## src/rtl/ssp_arb_pkg.sv

```systemverilog
// Shared types and helpers for the SSP arbiter: FSM state encoding, the SSP FIFO
// depth, and the round-robin winner search.
package ssp_arb_pkg;

  typedef enum logic [1:0] {
    IDLE   = 2'd0,
    WR     = 2'd1,
    RD     = 2'd2,
    RD_CAP = 2'd3
  } state_e;

  localparam int SSP_FIFO_DEPTH = 4;

  // Largest supported requester count and the index width that covers it.
  localparam int MAX_REQ = 8;
  localparam int PTR_W   = 3;

  // The request vector is zero-padded to MAX_REQ bits by the caller. Because
  // ptr < NREQ and the padding bits are zero, a search that wraps modulo MAX_REQ
  // visits the live requesters in the same order as a search modulo NREQ.
  function automatic logic [PTR_W-1:0] rr_pick(input logic [MAX_REQ-1:0] req,
                                                input logic [PTR_W-1:0]   ptr);
    logic [PTR_W-1:0] idx;
    logic [PTR_W-1:0] win;
    logic             found;
    win   = ptr;
    found = 1'b0;
    for (int i = 0; i < MAX_REQ; i++) begin
      idx = ptr + PTR_W'(i);
      if (!found && req[idx]) begin
        win   = idx;
        found = 1'b1;
      end
    end
    return win;
  endfunction

endpackage

```

## src/rtl/ssp_tag_fifo.sv

```systemverilog
// Circular FIFO of requester IDs; one entry per byte written to the SSP TX FIFO.
// Pointers carry one extra wrap bit so full and empty are told apart by the MSB.
module ssp_tag_fifo #(
  parameter int TAG_DEPTH = 4,
  parameter int TAGW      = 2
) (
  input  logic            clk,
  input  logic            rst,
  input  logic            push,
  input  logic            pop,
  input  logic [TAGW-1:0] din,
  output logic [TAGW-1:0] dout,
  output logic            full,
  output logic            empty
);

  localparam int AW = $clog2(TAG_DEPTH);

  logic [AW:0]     wr_ptr_q, wr_ptr_d;
  logic [AW:0]     rd_ptr_q, rd_ptr_d;
  logic [TAGW-1:0] mem_q [TAG_DEPTH];

  assign empty = (wr_ptr_q == rd_ptr_q);
  assign full  = (wr_ptr_q[AW] != rd_ptr_q[AW]) &&
                 (wr_ptr_q[AW-1:0] == rd_ptr_q[AW-1:0]);
  assign dout  = mem_q[rd_ptr_q[AW-1:0]];

  // NOTE: every variable driven here gets a default first so no path leaves it
  // unassigned and no latch is inferred.
  always_comb begin
    wr_ptr_d = wr_ptr_q;
    rd_ptr_d = rd_ptr_q;
    if (push && !full) wr_ptr_d = wr_ptr_q + (AW+1)'(1);
    if (pop && !empty) rd_ptr_d = rd_ptr_q + (AW+1)'(1);
  end

  // NOTE: state registers use non-blocking assignments so every flop samples
  // the pre-edge value of its neighbours.
  always_ff @(posedge clk or posedge rst) begin
    if (rst) begin
      wr_ptr_q <= '0;
      rd_ptr_q <= '0;
    end else begin
      wr_ptr_q <= wr_ptr_d;
      rd_ptr_q <= rd_ptr_d;
    end
  end

  // NOTE: storage is not reset; resetting the pointers is enough to make every
  // entry unreachable, and it keeps the array plain RAM-style storage.
  always_ff @(posedge clk) begin
    if (push && !full) mem_q[wr_ptr_q[AW-1:0]] <= din;
  end

endmodule

```

## src/rtl/ssp_arbiter.sv

```systemverilog
// Shares one SSP port between NREQ byte requesters: round-robin TX writes, RX
// drains with priority, received bytes tagged with their requester. Optional
// sticky grant under SSP_ARB_LOCK_EN (adds the LOCK input).
module ssp_arbiter
  import ssp_arb_pkg::*;
#(
  parameter  int NREQ      = 4,
  parameter  int TAG_DEPTH = SSP_FIFO_DEPTH,
  localparam int TAGW      = $clog2(NREQ)
) (
  input  logic              PCLK,
  input  logic              CLEAR,
  input  logic [NREQ-1:0]   REQ,
  input  logic [8*NREQ-1:0] REQ_DATA,
  output logic [NREQ-1:0]   GNT,
  input  logic              SSPTXINTR,
  input  logic              SSPRXINTR,
  input  logic [7:0]        PRDATA,
  output logic              PSEL,
  output logic              PWRITE,
  output logic [7:0]        PWDATA,
  output logic              RX_VALID,
  output logic [7:0]        RX_DATA,
  output logic [TAGW-1:0]   RX_TAG,
`ifdef SSP_ARB_LOCK_EN
  input  logic [NREQ-1:0]   LOCK,
`endif
  output logic              RX_ORPHAN
);

  state_e          state_q, state_d;
  logic [TAGW-1:0] ptr_q, ptr_d;
  logic [TAGW-1:0] win_q, win_d;
  logic [NREQ-1:0] gnt_q, gnt_d;
  logic            psel_q, psel_d;
  logic            pwrite_q, pwrite_d;
  logic [7:0]      pwdata_q, pwdata_d;
  logic            rx_valid_q, rx_valid_d;
  logic [7:0]      rx_data_q, rx_data_d;
  logic [TAGW-1:0] rx_tag_q, rx_tag_d;
  logic            rx_orphan_q, rx_orphan_d;

  logic            tag_push, tag_pop, tag_full, tag_empty;
  logic [TAGW-1:0] tag_dout;
  logic [TAGW-1:0] rr_win, pick;
  logic [7:0]      req_bytes [NREQ];

  for (genvar i = 0; i < NREQ; i++) begin : g_bytes
    assign req_bytes[i] = REQ_DATA[8*i +: 8];
  end

  // win_q doubles as "last winner": a locked winner that is still requesting
  // jumps the round-robin order; ptr_q still points past it for when it lets go.
  always_comb begin
    rr_win = TAGW'(rr_pick(MAX_REQ'(REQ), PTR_W'(ptr_q)));
`ifdef SSP_ARB_LOCK_EN
    pick = (LOCK[win_q] && REQ[win_q]) ? win_q : rr_win;
`else
    pick = rr_win;
`endif
  end

  always_comb begin
    state_d     = state_q;
    ptr_d       = ptr_q;
    win_d       = win_q;
    gnt_d       = '0;
    psel_d      = 1'b0;
    pwrite_d    = 1'b0;
    pwdata_d    = pwdata_q;
    rx_valid_d  = 1'b0;
    rx_data_d   = rx_data_q;
    rx_tag_d    = rx_tag_q;
    rx_orphan_d = 1'b0;
    tag_push    = 1'b0;
    tag_pop     = 1'b0;

    // Outputs are computed one state ahead so they register in step with state_q.
    case (state_q)
      IDLE: begin
        if (SSPRXINTR) begin
          state_d = RD;
          psel_d  = 1'b1;
        end else if (|REQ && !SSPTXINTR && !tag_full) begin
          state_d     = WR;
          win_d       = pick;
          gnt_d[pick] = 1'b1;
          psel_d      = 1'b1;
          pwrite_d    = 1'b1;
          pwdata_d    = req_bytes[pick];
        end
      end
      WR: begin
        tag_push = 1'b1;
        ptr_d    = (win_q == TAGW'(NREQ-1)) ? '0 : win_q + TAGW'(1);
        state_d  = IDLE;
      end
      RD: begin
        state_d     = RD_CAP;
        rx_valid_d  = 1'b1;
        rx_data_d   = PRDATA;
        tag_pop     = !tag_empty;
        rx_tag_d    = tag_empty ? '0 : tag_dout;
        rx_orphan_d = tag_empty;
      end
      RD_CAP: state_d = IDLE;
      default: state_d = IDLE;
    endcase
  end

  always_ff @(posedge PCLK or posedge CLEAR) begin
    if (CLEAR) begin
      state_q     <= IDLE;
      ptr_q       <= '0;
      win_q       <= '0;
      gnt_q       <= '0;
      psel_q      <= 1'b0;
      pwrite_q    <= 1'b0;
      pwdata_q    <= '0;
      rx_valid_q  <= 1'b0;
      rx_data_q   <= '0;
      rx_tag_q    <= '0;
      rx_orphan_q <= 1'b0;
    end else begin
      state_q     <= state_d;
      ptr_q       <= ptr_d;
      win_q       <= win_d;
      gnt_q       <= gnt_d;
      psel_q      <= psel_d;
      pwrite_q    <= pwrite_d;
      pwdata_q    <= pwdata_d;
      rx_valid_q  <= rx_valid_d;
      rx_data_q   <= rx_data_d;
      rx_tag_q    <= rx_tag_d;
      rx_orphan_q <= rx_orphan_d;
    end
  end

  ssp_tag_fifo #(
    .TAG_DEPTH (TAG_DEPTH),
    .TAGW      (TAGW)
  ) u_tag_fifo (
    .clk   (PCLK),
    .rst   (CLEAR),
    .push  (tag_push),
    .pop   (tag_pop),
    .din   (win_q),
    .dout  (tag_dout),
    .full  (tag_full),
    .empty (tag_empty)
  );

  assign GNT       = gnt_q;
  assign PSEL      = psel_q;
  assign PWRITE    = pwrite_q;
  assign PWDATA    = pwdata_q;
  assign RX_VALID  = rx_valid_q;
  assign RX_DATA   = rx_data_q;
  assign RX_TAG    = rx_tag_q;
  assign RX_ORPHAN = rx_orphan_q;

endmodule

```

## config.mk

```make
export PLATFORM = sky130hd
export DESIGN_NAME = ssp_arbiter
export DESIGN_NICKNAME = d
export VERILOG_FILES = /design/src/rtl/ssp_arb_pkg.sv /design/src/rtl/ssp_tag_fifo.sv /design/src/rtl/ssp_arbiter.sv
export SDC_FILE = /design/constraint.sdc
export NUM_CORES = 1
export LEC_CHECK = 0
export ABC_AREA = 1
export CORE_MARGIN = 1
export CORE_UTILIZATION = 25
export DETAILED_ROUTE_END_ITERATION = 12
export PLACE_DENSITY = 0.57
export SLEW_MARGIN = 10
export SYNTH_ARGS = -nofsm -noshare
export SYNTH_HDL_FRONTEND = slang
export SYNTH_SLANG_ARGS = --single-unit
```

## constraint.sdc

```tcl
create_clock -name PCLK -period 2.5 [get_ports PCLK]
set_input_delay 0.625 -clock PCLK [delete_from_list [all_inputs] [get_ports PCLK]]
set_output_delay 0.625 -clock PCLK [all_outputs]
set_load 0.01 [all_outputs]
```

==> results.txt <==
The flow ran to the end, and the final reports show no timing, DRC or antenna violations. The number of remaining DRC errors is 0. The fraction of registers with async set or reset after synthesis is between 80% and 90%. At the pin with the least slew margin, the transition time is approximately 0.48 ns. The clock network latency to the later pin of the worst-skew pair came out at 0.29 ns. At the end of the flow, the number of nets in the layout was 462. The number of vias per cell after detailed routing is ~4.1.

The detailed-router iteration count before antenna repair is 4. The aggregate negative setup slack is 0 ns. The initial antenna violation count is 0. The placeable core area came out at roughly 10000 um2.

The post-synthesis instance area came out at ~2600 um2. The number of design-rule violations left by the first detailed-router iteration is 66. The worst hold path stage count came out at 2. The Yosys warning count is 0. The overflow left after global routing came out at 0. Synthesis produced a netlist with a net count of between 300 and 400.

The most used flip-flop cell after synthesis is dfrtp_1. The setup check on the worst reg-to-reg path leaves a slack of 0.30 ns. The hold path startpoint is RX_DATA[0]. The power per standard cell area came out at about 1400 nW/um2. Setup violations remaining at the end of the flow were counted as 0.

In this run the vertical extent of the chip is 104 um. The effective utilization at floorplan is approximately 26%. The number of placed I/O pins came out at 74. The endpoint identified for the worst register-to-register timing path is PWDATA[2]. Entering global routing, the biggest net connects 19 pins. After detailed routing, the average wire length per cell comes to about 11 um. The first-pass GRT wire length is ~11000 um.

The final antenna-violating net count is 0. The standard-cell row count came out at 37. The endpoint arrival time on the critical path came out at between 2 and 2.5 ns.

The clock tree from TritonCTS is done. In this run the mean area of a mapped cell was a little over 8 um2. Hold timing on the final database bottoms out at a slack of about 0.48 ns. The horizontal extent of the die is 104 um. The post-synthesis cell type count came out at 33. In this run the worst path has a maximum fanout of 11. The number of global-route vias before repair came out at about 2300.

The worst setup path is of the primary input to flip-flop kind. The number of cells traversed by the worst register-to-register path is 16. The clock-pin slew reported for the worst setup and hold paths after clock tree synthesis came out at 0.09 ns. At the end of routability-driven placement, the weighted congestion stood at around 0.86.

The hold violation total from the final report is 0. The clock period minus final worst setup slack is between 2 and 2.5 ns. The H-tree generated during clock tree synthesis spans 2 levels. The worst hold path terminates at RX_DATA[0]. Setup repair after global routing left no endpoint under its margin. 0 antenna diodes ended up in the layout. The startpoint class of the critical path is a primary input. After layout, the worst setup slack is 0.198 ns. The tree is rooted in a clkbuf_8.

The deepest clock path buffer count came out at 2. The reported max-cap violation count is 0. The share of the clock period used by the worst path is roughly 92%. The worst register-to-register path begins at ptr_q[1]. The data required time of the worst path is 2.69 ns. The number of pins exceeding their max-slew limit in the final report was 0.

The headroom to the max-slew limit is roughly two thirds. The aggregate routed wire length is between 6000 and 7000 um. The gate count after technology mapping came out at around 320. The aggregate global-route resource usage is between 10% and 20%. The analysis attributes to cell leakage a power of about 1.8 nW. Prior to clock tree synthesis, the placed netlist has a worst setup slack of -0.146 ns. The post-detailed-placement half-perimeter wirelength came out at roughly 4700 um. STA classifies the critical path endpoint as a flip-flop.

The number of synthesized flops with an enable pin is 8. The CTS buffer count is 5. The sequential element share of the synthesized area is 45.4%.

In this run the worst hold path is classified as flip-flop to flip-flop. The maximum clock frequency is approximately 430 MHz. The area growth from synthesis to layout is 41.7%. The worst supply voltage drop on vdd is approximately 0.68 mV.

The count of port buffers added during placement came out at 73. The number of clock sinks came out at 46. The fraction of layout instances using a drive strength above 1 is between 10% and 20%. Between clock sinks in the finished design, the worst skew comes to a little over 0.008 ns. Synthesis inferred 46 register bits. The die area came out at 10900 um2.

Summing over every cut layer, the via total after detailed routing is ~2200.
-- Yosys cell counts (2+ instances only) --
cell / number / share of area [%]
nand2_1: 132 / 19
dfrtp_1: 38 / 36
inv_1: 22 / 3.1
nand3_1: 21 / 4.0
nor2_1: 17 / 2.4
nand2_2: 15 / 3.6
a21oi_1: 8 / 1.5
edfxtp_1: 8 / 9.1
ha_1: 8 / 3.8
nand3_2: 6 / 2.3
o21ai_0: 6 / 1.1
nor2_2: 4 / 0.95
xor2_1: 4 / 1.3
clkbuf_8: 3 / 1.6
a32o_1: 2 / 0.76
buf_6: 2 / 0.86
clkbuf_1: 2 / 0.29
inv_2: 2 / 0.29
nand2_4: 2 / 0.86
nor3_2: 2 / 0.76
xnor2_1: 2 / 0.67
-- cells by family (layout without fill, tap and decap cells) --
kind of cell / Yosys count / after routing / synth area share, %
AND/OR/NAND/NOR: 206 / 206 / 36.9
flip-flops: 46 / 46 / 45.4
buffers and inverters: 33 / 122 / 7.15
AO/OA/AOI/OAI: 19 / 19 / 4.76
adder cells (fa/ha/maj): 8 / 8 / 3.81
XOR/XNOR: 6 / 6 / 2.00
-- where the power goes --
part	switching [mW]	leakage (nW)	internal (mW)
combinational	1.96	1.18	1.51
sequential	0.197	0.551	1.07
clock	0.245	0.0452	0.197
-- state kept, by name, indices dropped and copies added, names as in the netlist --
name and cells:
RX_TAG 2, RX_DATA 8, RX_VALID 1, ptr_q 2, u_tag_fifo.mem_q 8, PWRITE 1, u_tag_fifo.rd_ptr_q 3, PWDATA 8
win_q 2, PSEL 1, state_q 2, u_tag_fifo.wr_ptr_q 3, RX_ORPHAN 1, GNT 4
-- stage by stage --
step / total power [mW] / util (%) / cells / area [um2]
3_5_place_dp: 4.66 / 34.9 / 532 / 3570
3_3_place_gp: 4.59 / 34.9 / 532 / 3570
2_1_floorplan: 3.63 / - / 318 / 2630
6_report: 5.18 / 36.4 / 543 / 3720
5_1_grt: 5.73 / 36.4 / 543 / 3720
4_1_cts: 5.12 / 35.7 / 540 / 3660
-- final cells by class --
type,instances,area [um2]
Clock buffer,6,72.6
Clock inverter,2,13.8
Fill cell,1038,6510
Inverter,25,96.3
Multi-Input combinational cell,239,1290
Sequential cell,46,1190
Tap cell,136,170
Timing Repair Buffer,89,888
-- worst max-delay path: stages --
cell and delay [ns]:
clkdlybuf4s50_1 0.46, nand2_1 0.10, nand2_2 0.09, a21oi_4 0.19, nand2_4 0.08, nor2_2 0.15, nand2_1 0.07, a21oi_1 0.25
o21bai_2 0.11, buf_12 0.15, nand2_1 0.06, nand2_1 0.05, nand2_1 0.05, nand2_1 0.05
-- placed cells by master (no fill, tap or decap), types with 2 or more instances in the layout --
cell type / instances
a32o_1: 2
nor2_2: 4
xor2_1: 4
nand2_1: 132
clkbuf_8: 5
xnor2_1: 2
inv_2: 2
buf_12: 3
dfrtp_1: 38
edfxtp_1: 8
nor2_4: 2
nor3_2: 2
a21oi_1: 8
clkdlybuf4s50_1: 73
nand3_1: 20
nor2_1: 16
nand3_2: 7
buf_4: 13
inv_1: 22
o21ai_0: 6
nand2_2: 15
ha_1: 7
-- per-layer routing --
metal	share of wire, %	global-route usage [%]	vias to the layer above
met5	0	0	-
met4	1.2	3.37	0
met3	3.8	2.01	5
met2	50	21.3	47
met1	45	14.4	1014
li1	-	-	1174
-- how the worst max path moves through the flow --
stage                   from         to  depth (start not counted)
floorplan           ptr_q[0]  PWDATA[6]                         17
global placement      REQ[2]  PWDATA[2]                         14
detailed placement    REQ[0]  PWDATA[2]                         15
CTS                 ptr_q[1]  PWDATA[2]                         16
global route          REQ[1]  PWDATA[4]                         16
finish                REQ[1]  PWDATA[2]                         14
-- timing repair --
action	4_1_cts	5_1_grt
gates resized for setup	0	7
hold endpoints to repair	0	0
buffers inserted	0	3
hold buffers	0	0
endpoints found under the setup margin	0	10
Power figures use the tool's default switching activity.
